## src/rtl/dram_cmd_sched.sv

```systemverilog
// dram_cmd_sched: single-request DRAM command sequencer with a per-bank open-row table.
// One burst request is in flight at a time. The sequencer emits ACT/RD/WR/PRE/PREA/REF
// on a req/ack command channel and serves pending refreshes only from IDLE.
// Optional build macro DRAM_AUTO_PRECHARGE_EN selects a closed-page policy: every burst
// is followed by PRE of its bank. Without the macro, rows stay open (open-page policy).
module dram_cmd_sched #(
  parameter int NUMBER_OF_BANKS = 8,
  parameter int NUMBER_OF_ROWS  = 128,
  parameter int NUMBER_OF_COLS  = 8,
  parameter int BURST_LEN       = 4,
  parameter int MAX_REF_PEND    = 8
) (
  input  logic                                    clk,
  input  logic                                    rst_b,
  input  logic                                    addr_val,
  output logic                                    addr_rdy,
  input  logic                                    req_rw,
  input  logic [$clog2(NUMBER_OF_BANKS)-1:0]      bank_id,
  input  logic [$clog2(NUMBER_OF_ROWS)-1:0]       row_id,
  input  logic [$clog2(NUMBER_OF_COLS)-1:0]       col_id,
  input  logic                                    refresh_flag,
  output logic                                    cmd_req,
  input  logic                                    cmd_ack,
  output logic [2:0]                              cmd,
  output logic [$clog2(NUMBER_OF_BANKS)-1:0]      cmd_bank,
  output logic [$clog2(NUMBER_OF_ROWS)-1:0]       cmd_row,
  output logic [$clog2(NUMBER_OF_COLS)-1:0]       cmd_col,
  output logic                                    busy,
  output logic [$clog2(MAX_REF_PEND+1)-1:0]       ref_pend
);

  localparam int BW       = $clog2(NUMBER_OF_BANKS);
  localparam int RW       = $clog2(NUMBER_OF_ROWS);
  localparam int CW       = $clog2(NUMBER_OF_COLS);
  localparam int PW       = $clog2(MAX_REF_PEND+1);
  localparam int LAST_INT = BURST_LEN - 1;

  // Column arithmetic is one bit wider so start column + beat never overflows before the wrap.
  localparam logic [CW:0]   COLS_W    = NUMBER_OF_COLS[CW:0];
  localparam logic [CW:0]   LAST_BEAT = LAST_INT[CW:0];
  localparam logic [PW-1:0] REF_MAX   = MAX_REF_PEND[PW-1:0];

  localparam logic [2:0] CMD_ACT  = 3'b000;
  localparam logic [2:0] CMD_RD   = 3'b001;
  localparam logic [2:0] CMD_WR   = 3'b010;
  localparam logic [2:0] CMD_PRE  = 3'b011;
  localparam logic [2:0] CMD_PREA = 3'b100;
  localparam logic [2:0] CMD_REF  = 3'b101;

  typedef enum logic [2:0] {
    S_IDLE, S_ACT, S_COL, S_PRE, S_PREA, S_REF, S_PRE_AP
  } state_t;

  state_t          state_q, state_d;
  logic            rw_q, rw_d;
  logic [BW-1:0]   bank_q, bank_d;
  logic [RW-1:0]   row_q, row_d;
  logic [CW-1:0]   col_q, col_d;
  logic [CW:0]     beat_q, beat_d;
  logic [PW-1:0]   ref_pend_q, ref_pend_d;
  logic            cmd_req_q, cmd_req_d;
  logic [2:0]      cmd_q, cmd_d;
  logic [BW-1:0]   cmd_bank_q, cmd_bank_d;
  logic [RW-1:0]   cmd_row_q, cmd_row_d;
  logic [CW-1:0]   cmd_col_q, cmd_col_d;
  logic            open_valid_q [NUMBER_OF_BANKS];
  logic            open_valid_d [NUMBER_OF_BANKS];
  logic [RW-1:0]   open_row_q   [NUMBER_OF_BANKS];
  logic [RW-1:0]   open_row_d   [NUMBER_OF_BANKS];

  logic            ack;
  logic            accept;
  logic            any_open;
  logic [CW:0]     col_sum;
  logic [PW-1:0]   ref_cnt;

  // An ack only counts while a command is actually being presented.
  assign ack      = cmd_req_q & cmd_ack;
  assign addr_rdy = (state_q == S_IDLE) && (ref_pend_q == '0) && rst_b;
  assign accept   = addr_val & addr_rdy;
  assign busy     = (state_q != S_IDLE);
  assign ref_pend = ref_pend_q;
  assign cmd_req  = cmd_req_q;
  assign cmd      = cmd_q;
  assign cmd_bank = cmd_bank_q;
  assign cmd_row  = cmd_row_q;
  assign cmd_col  = cmd_col_q;

  // Next state, open-row table update, refresh counter, and the command to present next cycle.
  always_comb begin
    state_d      = state_q;
    rw_d         = rw_q;
    bank_d       = bank_q;
    row_d        = row_q;
    col_d        = col_q;
    beat_d       = beat_q;
    open_valid_d = open_valid_q;
    open_row_d   = open_row_q;
    cmd_req_d    = 1'b0;
    cmd_d        = CMD_ACT;
    cmd_bank_d   = '0;
    cmd_row_d    = '0;
    cmd_col_d    = '0;

    any_open = 1'b0;
    for (int i = 0; i < NUMBER_OF_BANKS; i++) begin
      any_open = any_open | open_valid_q[i];
    end

    // A REF completion and a new refresh pulse on the same edge cancel out.
    ref_cnt = ref_pend_q;
    if (state_q == S_REF && ack) ref_cnt = ref_cnt - 1'b1;
    if (refresh_flag && ref_cnt != REF_MAX) ref_cnt = ref_cnt + 1'b1;
    ref_pend_d = ref_cnt;

    case (state_q)
      S_IDLE: begin
        if (ref_pend_q != '0) begin
          state_d = any_open ? S_PREA : S_REF;
        end else if (accept) begin
          rw_d   = req_rw;
          bank_d = bank_id;
          row_d  = row_id;
          col_d  = col_id;
          beat_d = '0;
          if (open_valid_q[bank_id] && open_row_q[bank_id] == row_id) state_d = S_COL;
          else if (open_valid_q[bank_id])                             state_d = S_PRE;
          else                                                        state_d = S_ACT;
        end
      end
      S_ACT: if (ack) begin
        open_valid_d[bank_q] = 1'b1;
        open_row_d[bank_q]   = row_q;
        beat_d               = '0;
        state_d              = S_COL;
      end
      S_PRE: if (ack) begin
        open_valid_d[bank_q] = 1'b0;
        state_d              = S_ACT;
      end
      S_COL: if (ack) begin
        if (beat_q == LAST_BEAT) begin
          beat_d = '0;
`ifdef DRAM_AUTO_PRECHARGE_EN
          state_d = S_PRE_AP;
`else
          state_d = S_IDLE;
`endif
        end else begin
          beat_d = beat_q + 1'b1;
        end
      end
`ifdef DRAM_AUTO_PRECHARGE_EN
      S_PRE_AP: if (ack) begin
        open_valid_d[bank_q] = 1'b0;
        state_d              = S_IDLE;
      end
`endif
      S_PREA: if (ack) begin
        for (int i = 0; i < NUMBER_OF_BANKS; i++) open_valid_d[i] = 1'b0;
        state_d = S_REF;
      end
      S_REF: if (ack && ref_pend_d == '0) state_d = S_IDLE;
      default: state_d = S_IDLE;
    endcase

    // Burst columns wrap inside the row.
    col_sum = {1'b0, col_d} + beat_d;
    if (col_sum >= COLS_W) col_sum = col_sum - COLS_W;

    case (state_d)
      S_ACT: begin
        cmd_req_d = 1'b1; cmd_d = CMD_ACT; cmd_bank_d = bank_d; cmd_row_d = row_d;
      end
      S_COL: begin
        cmd_req_d  = 1'b1;
        cmd_d      = rw_d ? CMD_WR : CMD_RD;
        cmd_bank_d = bank_d;
        cmd_col_d  = col_sum[CW-1:0];
      end
      S_PRE, S_PRE_AP: begin
        cmd_req_d = 1'b1; cmd_d = CMD_PRE; cmd_bank_d = bank_d;
      end
      S_PREA: begin cmd_req_d = 1'b1; cmd_d = CMD_PREA; end
      S_REF:  begin cmd_req_d = 1'b1; cmd_d = CMD_REF;  end
      default: cmd_req_d = 1'b0;
    endcase
  end

  // Sequencer state, latched request and registered command outputs.
  always_ff @(posedge clk) begin
    if (!rst_b) begin
      state_q    <= S_IDLE;
      rw_q       <= 1'b0;
      bank_q     <= '0;
      row_q      <= '0;
      col_q      <= '0;
      beat_q     <= '0;
      ref_pend_q <= '0;
      cmd_req_q  <= 1'b0;
      cmd_q      <= CMD_ACT;
      cmd_bank_q <= '0;
      cmd_row_q  <= '0;
      cmd_col_q  <= '0;
    end else begin
      state_q    <= state_d;
      rw_q       <= rw_d;
      bank_q     <= bank_d;
      row_q      <= row_d;
      col_q      <= col_d;
      beat_q     <= beat_d;
      ref_pend_q <= ref_pend_d;
      cmd_req_q  <= cmd_req_d;
      cmd_q      <= cmd_d;
      cmd_bank_q <= cmd_bank_d;
      cmd_row_q  <= cmd_row_d;
      cmd_col_q  <= cmd_col_d;
    end
  end

  genvar gi;
  generate
    for (gi = 0; gi < NUMBER_OF_BANKS; gi++) begin : g_bank
      // Per-bank open-row entry; reset closes every bank.
      always_ff @(posedge clk) begin
        if (!rst_b) begin
          open_valid_q[gi] <= 1'b0;
          open_row_q[gi]   <= '0;
        end else begin
          open_valid_q[gi] <= open_valid_d[gi];
          open_row_q[gi]   <= open_row_d[gi];
        end
      end
    end
  endgenerate

endmodule
```

## config.mk

```make
export PLATFORM = sky130hd
export DESIGN_NAME = dram_cmd_sched
export DESIGN_NICKNAME = d
export VERILOG_FILES = /design/src/rtl/dram_cmd_sched.sv
export SDC_FILE = /design/constraint.sdc
export NUM_CORES = 1
export LEC_CHECK = 0
export BUFFER_PORTS_ARGS = -buffer_cell sky130_fd_sc_hd__buf_2
export CELL_PAD_IN_SITES_DETAIL_PLACEMENT = 2
export CELL_PAD_IN_SITES_GLOBAL_PLACEMENT = 2
export CORE_MARGIN = 1
export CORE_UTILIZATION = 41
export DETAILED_ROUTE_END_ITERATION = 7
export PLACE_DENSITY = 0.82
export SLEW_MARGIN = 20
export SYNTH_ARGS = -nofsm -noshare
export SYNTH_HDL_FRONTEND = slang
export SYNTH_SLANG_ARGS = --single-unit
```

## constraint.sdc

```tcl
create_clock -name clk -period 4.95 [get_ports clk]
set_input_delay 0.99 -clock clk [delete_from_list [all_inputs] [get_ports clk]]
set_output_delay 0.99 -clock clk [all_outputs]
set_load 0.01 [all_outputs]
```

==> run metrics <==
total congestion overflow 0; Synthesized Nets 521; final wirelength 13480 um; total leakage power 2.296 nW; CP cell instances inv_1 > ha_1 > nor3b_1 > nand4_2 > buf_4 > a221oi_1 > o21ai_0 > a22o_1 > ha_1 > fa_1 > xnor2_1 > xnor2_1 > and3_1; clock-pin slew on the worst setup and hold paths 70 ps; Cells after Synth 498; final net count 541; total negative slack 0 ps; GR Util All Layers 23.07%; TritonCTS Buffers 9; combinational group share of total power 17.3%; maximum fanout along the worst path 17; count of unique library cells instantiated by Yosys 60; number of antenna violations at the first check in global routing 0; clk root buf sky130_fd_sc_hd__clkbuf_16; proportion of power drawn by flip-flops and latches 46.2%; IR Drop Worst-Case VDD 0.2541 mV; starting density of the core 42.56%; Seq/Total Area, Yosys 43.30%; vertical die dimension 111.3 um; flops & latches, synth 106; cell internal power dissipation 0.001431 W; final cycle utilization of the critical path 77.32%; Post-synth EDFFs 0; overall die area 12390 um^2; final instance area 5431 um^2; switching pwr 0.0005884 W; post-synthesis compound-gate area fraction 8.808%; count of clock tree sinks 106; Clock Tree Buf Depth 2; Slew HR 23.39%; detailed-placement wirelength estimate 9338 um; syn avg cell area 9.841 um^2; final RePlAce weighted congestion 0.7552; total iterations of the first detailed-routing run 6; post-synthesis cell area 4901 um^2; ys flop type sky130_fd_sc_hd__dfxtp_1; delay contributed by the slowest stage of the critical path 510 ps; GR Util met1 26.41%; cell area reported after detailed placement 5127 um^2; IO Pins 42; multi-input combinational cell area 2580 um^2; grt met2 use 41.83%; residual antenna-violating net count after detailed routing 0; count of routing violations after the opening detailed-route iteration 123; first-pass GRT wire length 22020 um; Post-CTS Hold Buffers 0; remaining design rule violation count 16; clock network fraction of design power 36.5%; max-slew violation total from the final report 0; Placeable Area 11520 um^2; category of the most critical setup path flip-flop to flip-flop; H-tree depth reported by CTS 3; Switching Fraction 29.13%; basic-gate share of the synthesized area counting and, or, nand and nor cells 17.56%; antenna fix cells 0; critical-path cell with the highest stage delay sky130_fd_sc_hd__a221oi_1; layout cells sized above 1 17.24%; hold violation count in the final report 0; slew of the pin with the lowest slew margin 1145 ps; max-cap check violation count 0; combined flip-flop and latch cell area 2122 um^2; result of the run complete, but fails checks; via count of the routed design 3786; number of global-route vias before repair 4079; CP arrival 4070 ps; Post-Synth Adder-Cell Area 1.174%; xor/xnor share of the synthesized area 1.966%; number of fillers in the final layout 1225; post-CTS repair timing setup buffer count 0; worst clock skew 5.532 ps; nature of the critical path startpoint flip-flop; Final setup viols 0; final instance count without filler cells 665; Synthesis Warnings 0; dominant combinational cell family by area after synthesis multiplexers; Layout Area Growth over Synthesis 10.82%; Core Rows 39; Die Span X 111.3 um; Power Density 371.8 nW/um^2; maximum clock frequency 261.3 MHz; TritonCTS clock tree built; later-pin clock latency in the skew report 350 ps; total instance count after detailed placement 650; Tightest Hold Check Type flip-flop to flip-flop; number of I/O port buffers 41; fin crit period 3827 ps; required time reported for the critical path endpoint 5200 ps; failing checks DRC; Final Hold Slack 491.7 ps; largest net degree at the start of global routing 81; multiplexer fraction of the synthesized cell area 23.13%; global routing's busiest layer met2; Routed WL per cell 20.27 um; number of gates resized after cts 0; setup repair after global routing missed its margin no; global routing met3 resource utilization 5.335%; async set-reset flop share out of synthesis 0%; crit path capture type flip-flop; mean number of vias per cell 5.693
==> cell usage after synthesis (3+ instances only) <==
library cell	number	share of area [%]
sky130_fd_sc_hd__nand4_1	4	0.51
sky130_fd_sc_hd__inv_1	6	0.46
sky130_fd_sc_hd__a21o_1	3	0.46
sky130_fd_sc_hd__buf_2	3	0.31
sky130_fd_sc_hd__a41oi_1	4	0.71
sky130_fd_sc_hd__a211oi_1	9	1.4
sky130_fd_sc_hd__dfxtp_1	106	43
sky130_fd_sc_hd__and3_1	4	0.51
sky130_fd_sc_hd__and2_1	7	0.89
sky130_fd_sc_hd__nand3_1	8	0.82
sky130_fd_sc_hd__nand2_1	14	1.1
sky130_fd_sc_hd__buf_6	5	1.1
sky130_fd_sc_hd__nor2b_1	4	0.51
sky130_fd_sc_hd__nand3b_1	3	0.46
sky130_fd_sc_hd__ha_1	3	0.77
sky130_fd_sc_hd__mux4_2	12	5.5
sky130_fd_sc_hd__xnor2_1	9	1.6
sky130_fd_sc_hd__nor3_1	13	1.3
sky130_fd_sc_hd__nand2b_1	3	0.38
sky130_fd_sc_hd__a21oi_1	16	1.6
sky130_fd_sc_hd__o21ai_0	5	0.51
sky130_fd_sc_hd__clkbuf_1	23	1.8
sky130_fd_sc_hd__nor2_1	95	7.3
sky130_fd_sc_hd__mux2i_1	84	17
sky130_fd_sc_hd__nor4_1	3	0.38
sky130_fd_sc_hd__nor3b_1	7	1.1
==> power by group through the flow <==
stage	clock network (W)	logic, W	registers (W)
after floorplan	0	0.000274	0.000927
after global placement	0	0.000335	0.000951
after detailed placement	0	0.000349	0.000953
after CTS	0.000759	0.000353	0.000934
after global routing	0.000785	0.000382	0.000940
final	0.000736	0.000350	0.000934
==> per-layer routing <==
layer | wire length [um] | share of wire (%) | vias up
met1 | 5722 | 42 | 1904
met3 | 389 | 2.9 | 27
met2 | 6962 | 52 | 60
li1 | - | - | 1795
met4 | 403 | 3.0 | 0
met5 | 0 | 0 | -
==> path summary, 6_finish.rpt <==
path / from / endpoint / slack [ps] / cells after the start
setup reg to reg: ref_pend[0] / cmd_col[2] / 1120 / 13
hold / removal: open_row_q[8] / open_row_q[8] / 490 / 2
hold reg to reg: open_row_q[8] / open_row_q[8] / 490 / 2
setup / recovery: ref_pend[0] / cmd_col[2] / 1120 / 13
==> state kept, by name (all words and copies together) (netlist names), 3 cells and up <==
signal and cells:
cmd_col 3, ref_pend 4, cmd_bank 3, open_valid_q 8
bank_q 3, row_q 7, cmd_row 7, cmd 3
col_q 3, beat_q 4, open_row_q 56, state_q 3
==> metrics by stage <==
step,util (%),power [W],setup slack [ps]
detailed placement,44.52,0.001302,1214
global route,47.16,0.002107,867.7
finish,47.16,0.002020,1123
global placement,44.52,0.001286,1361
CTS,47.16,0.002046,1128
floorplan,-,0.001200,1545
==> placed cells by master, fill, tap and decap left out, types with 3 or more instances in the layout <==
cell                        synthesis  routed
sky130_fd_sc_hd__dfxtp_1          106     106
sky130_fd_sc_hd__nor2_1            95      95
sky130_fd_sc_hd__mux2i_1           84      84
sky130_fd_sc_hd__buf_2              3      41
sky130_fd_sc_hd__a21oi_1           16      16
sky130_fd_sc_hd__nand2_1           14      14
sky130_fd_sc_hd__nor3_1            13      13
sky130_fd_sc_hd__mux4_2            12      12
sky130_fd_sc_hd__a211oi_1           9       9
sky130_fd_sc_hd__xnor2_1            9       9
sky130_fd_sc_hd__clkbuf_16          0       9
sky130_fd_sc_hd__nand3_1            8       8
sky130_fd_sc_hd__nor3b_1            7       7
sky130_fd_sc_hd__and2_1             7       7
sky130_fd_sc_hd__inv_1              6       6
sky130_fd_sc_hd__o21ai_0            5       5
sky130_fd_sc_hd__nor2b_1            4       4
sky130_fd_sc_hd__nand4_1            4       4
sky130_fd_sc_hd__a41oi_1            4       4
sky130_fd_sc_hd__and3_1             4       4
sky130_fd_sc_hd__nand2b_1           3       3
sky130_fd_sc_hd__nand3b_1           3       3
sky130_fd_sc_hd__nor4_1             3       3
sky130_fd_sc_hd__a21o_1             3       3
sky130_fd_sc_hd__ha_1               3       3
==> final cells by class <==
cell class,count,share of cell area (%)
clock buffers,12,4.722
clock inverters,3,0.8754
inverters,7,0.4838
multi-input cells,351,47.50
flip-flops and latches,106,39.07
well taps,143,3.294
repair buffers,43,4.054
==> logic make-up (layout without fill, tap and decap cells) <==
family                   Yosys count  count (layout)
adder cells (fa/ha/maj)            4               4
XOR/XNOR                          11              11
multiplexers                      98              98
buffers and inverters             41              65
AO/OA/AOI/OAI                     60              60
flip-flops                       106             106
AND/OR/NAND/NOR                  178             178
==> worst max-delay path: cells and delay by family (launching register included) <==
family | cells | cell delay, ps
AO/OA/AOI/OAI | 3 | 1040
XOR/XNOR | 2 | 360
adder cells (fa/ha/maj) | 3 | 810
buffers and inverters | 2 | 360
flip-flops | 1 | 430
AND/OR/NAND/NOR | 3 | 710
Power figures use the tool's default switching activity.
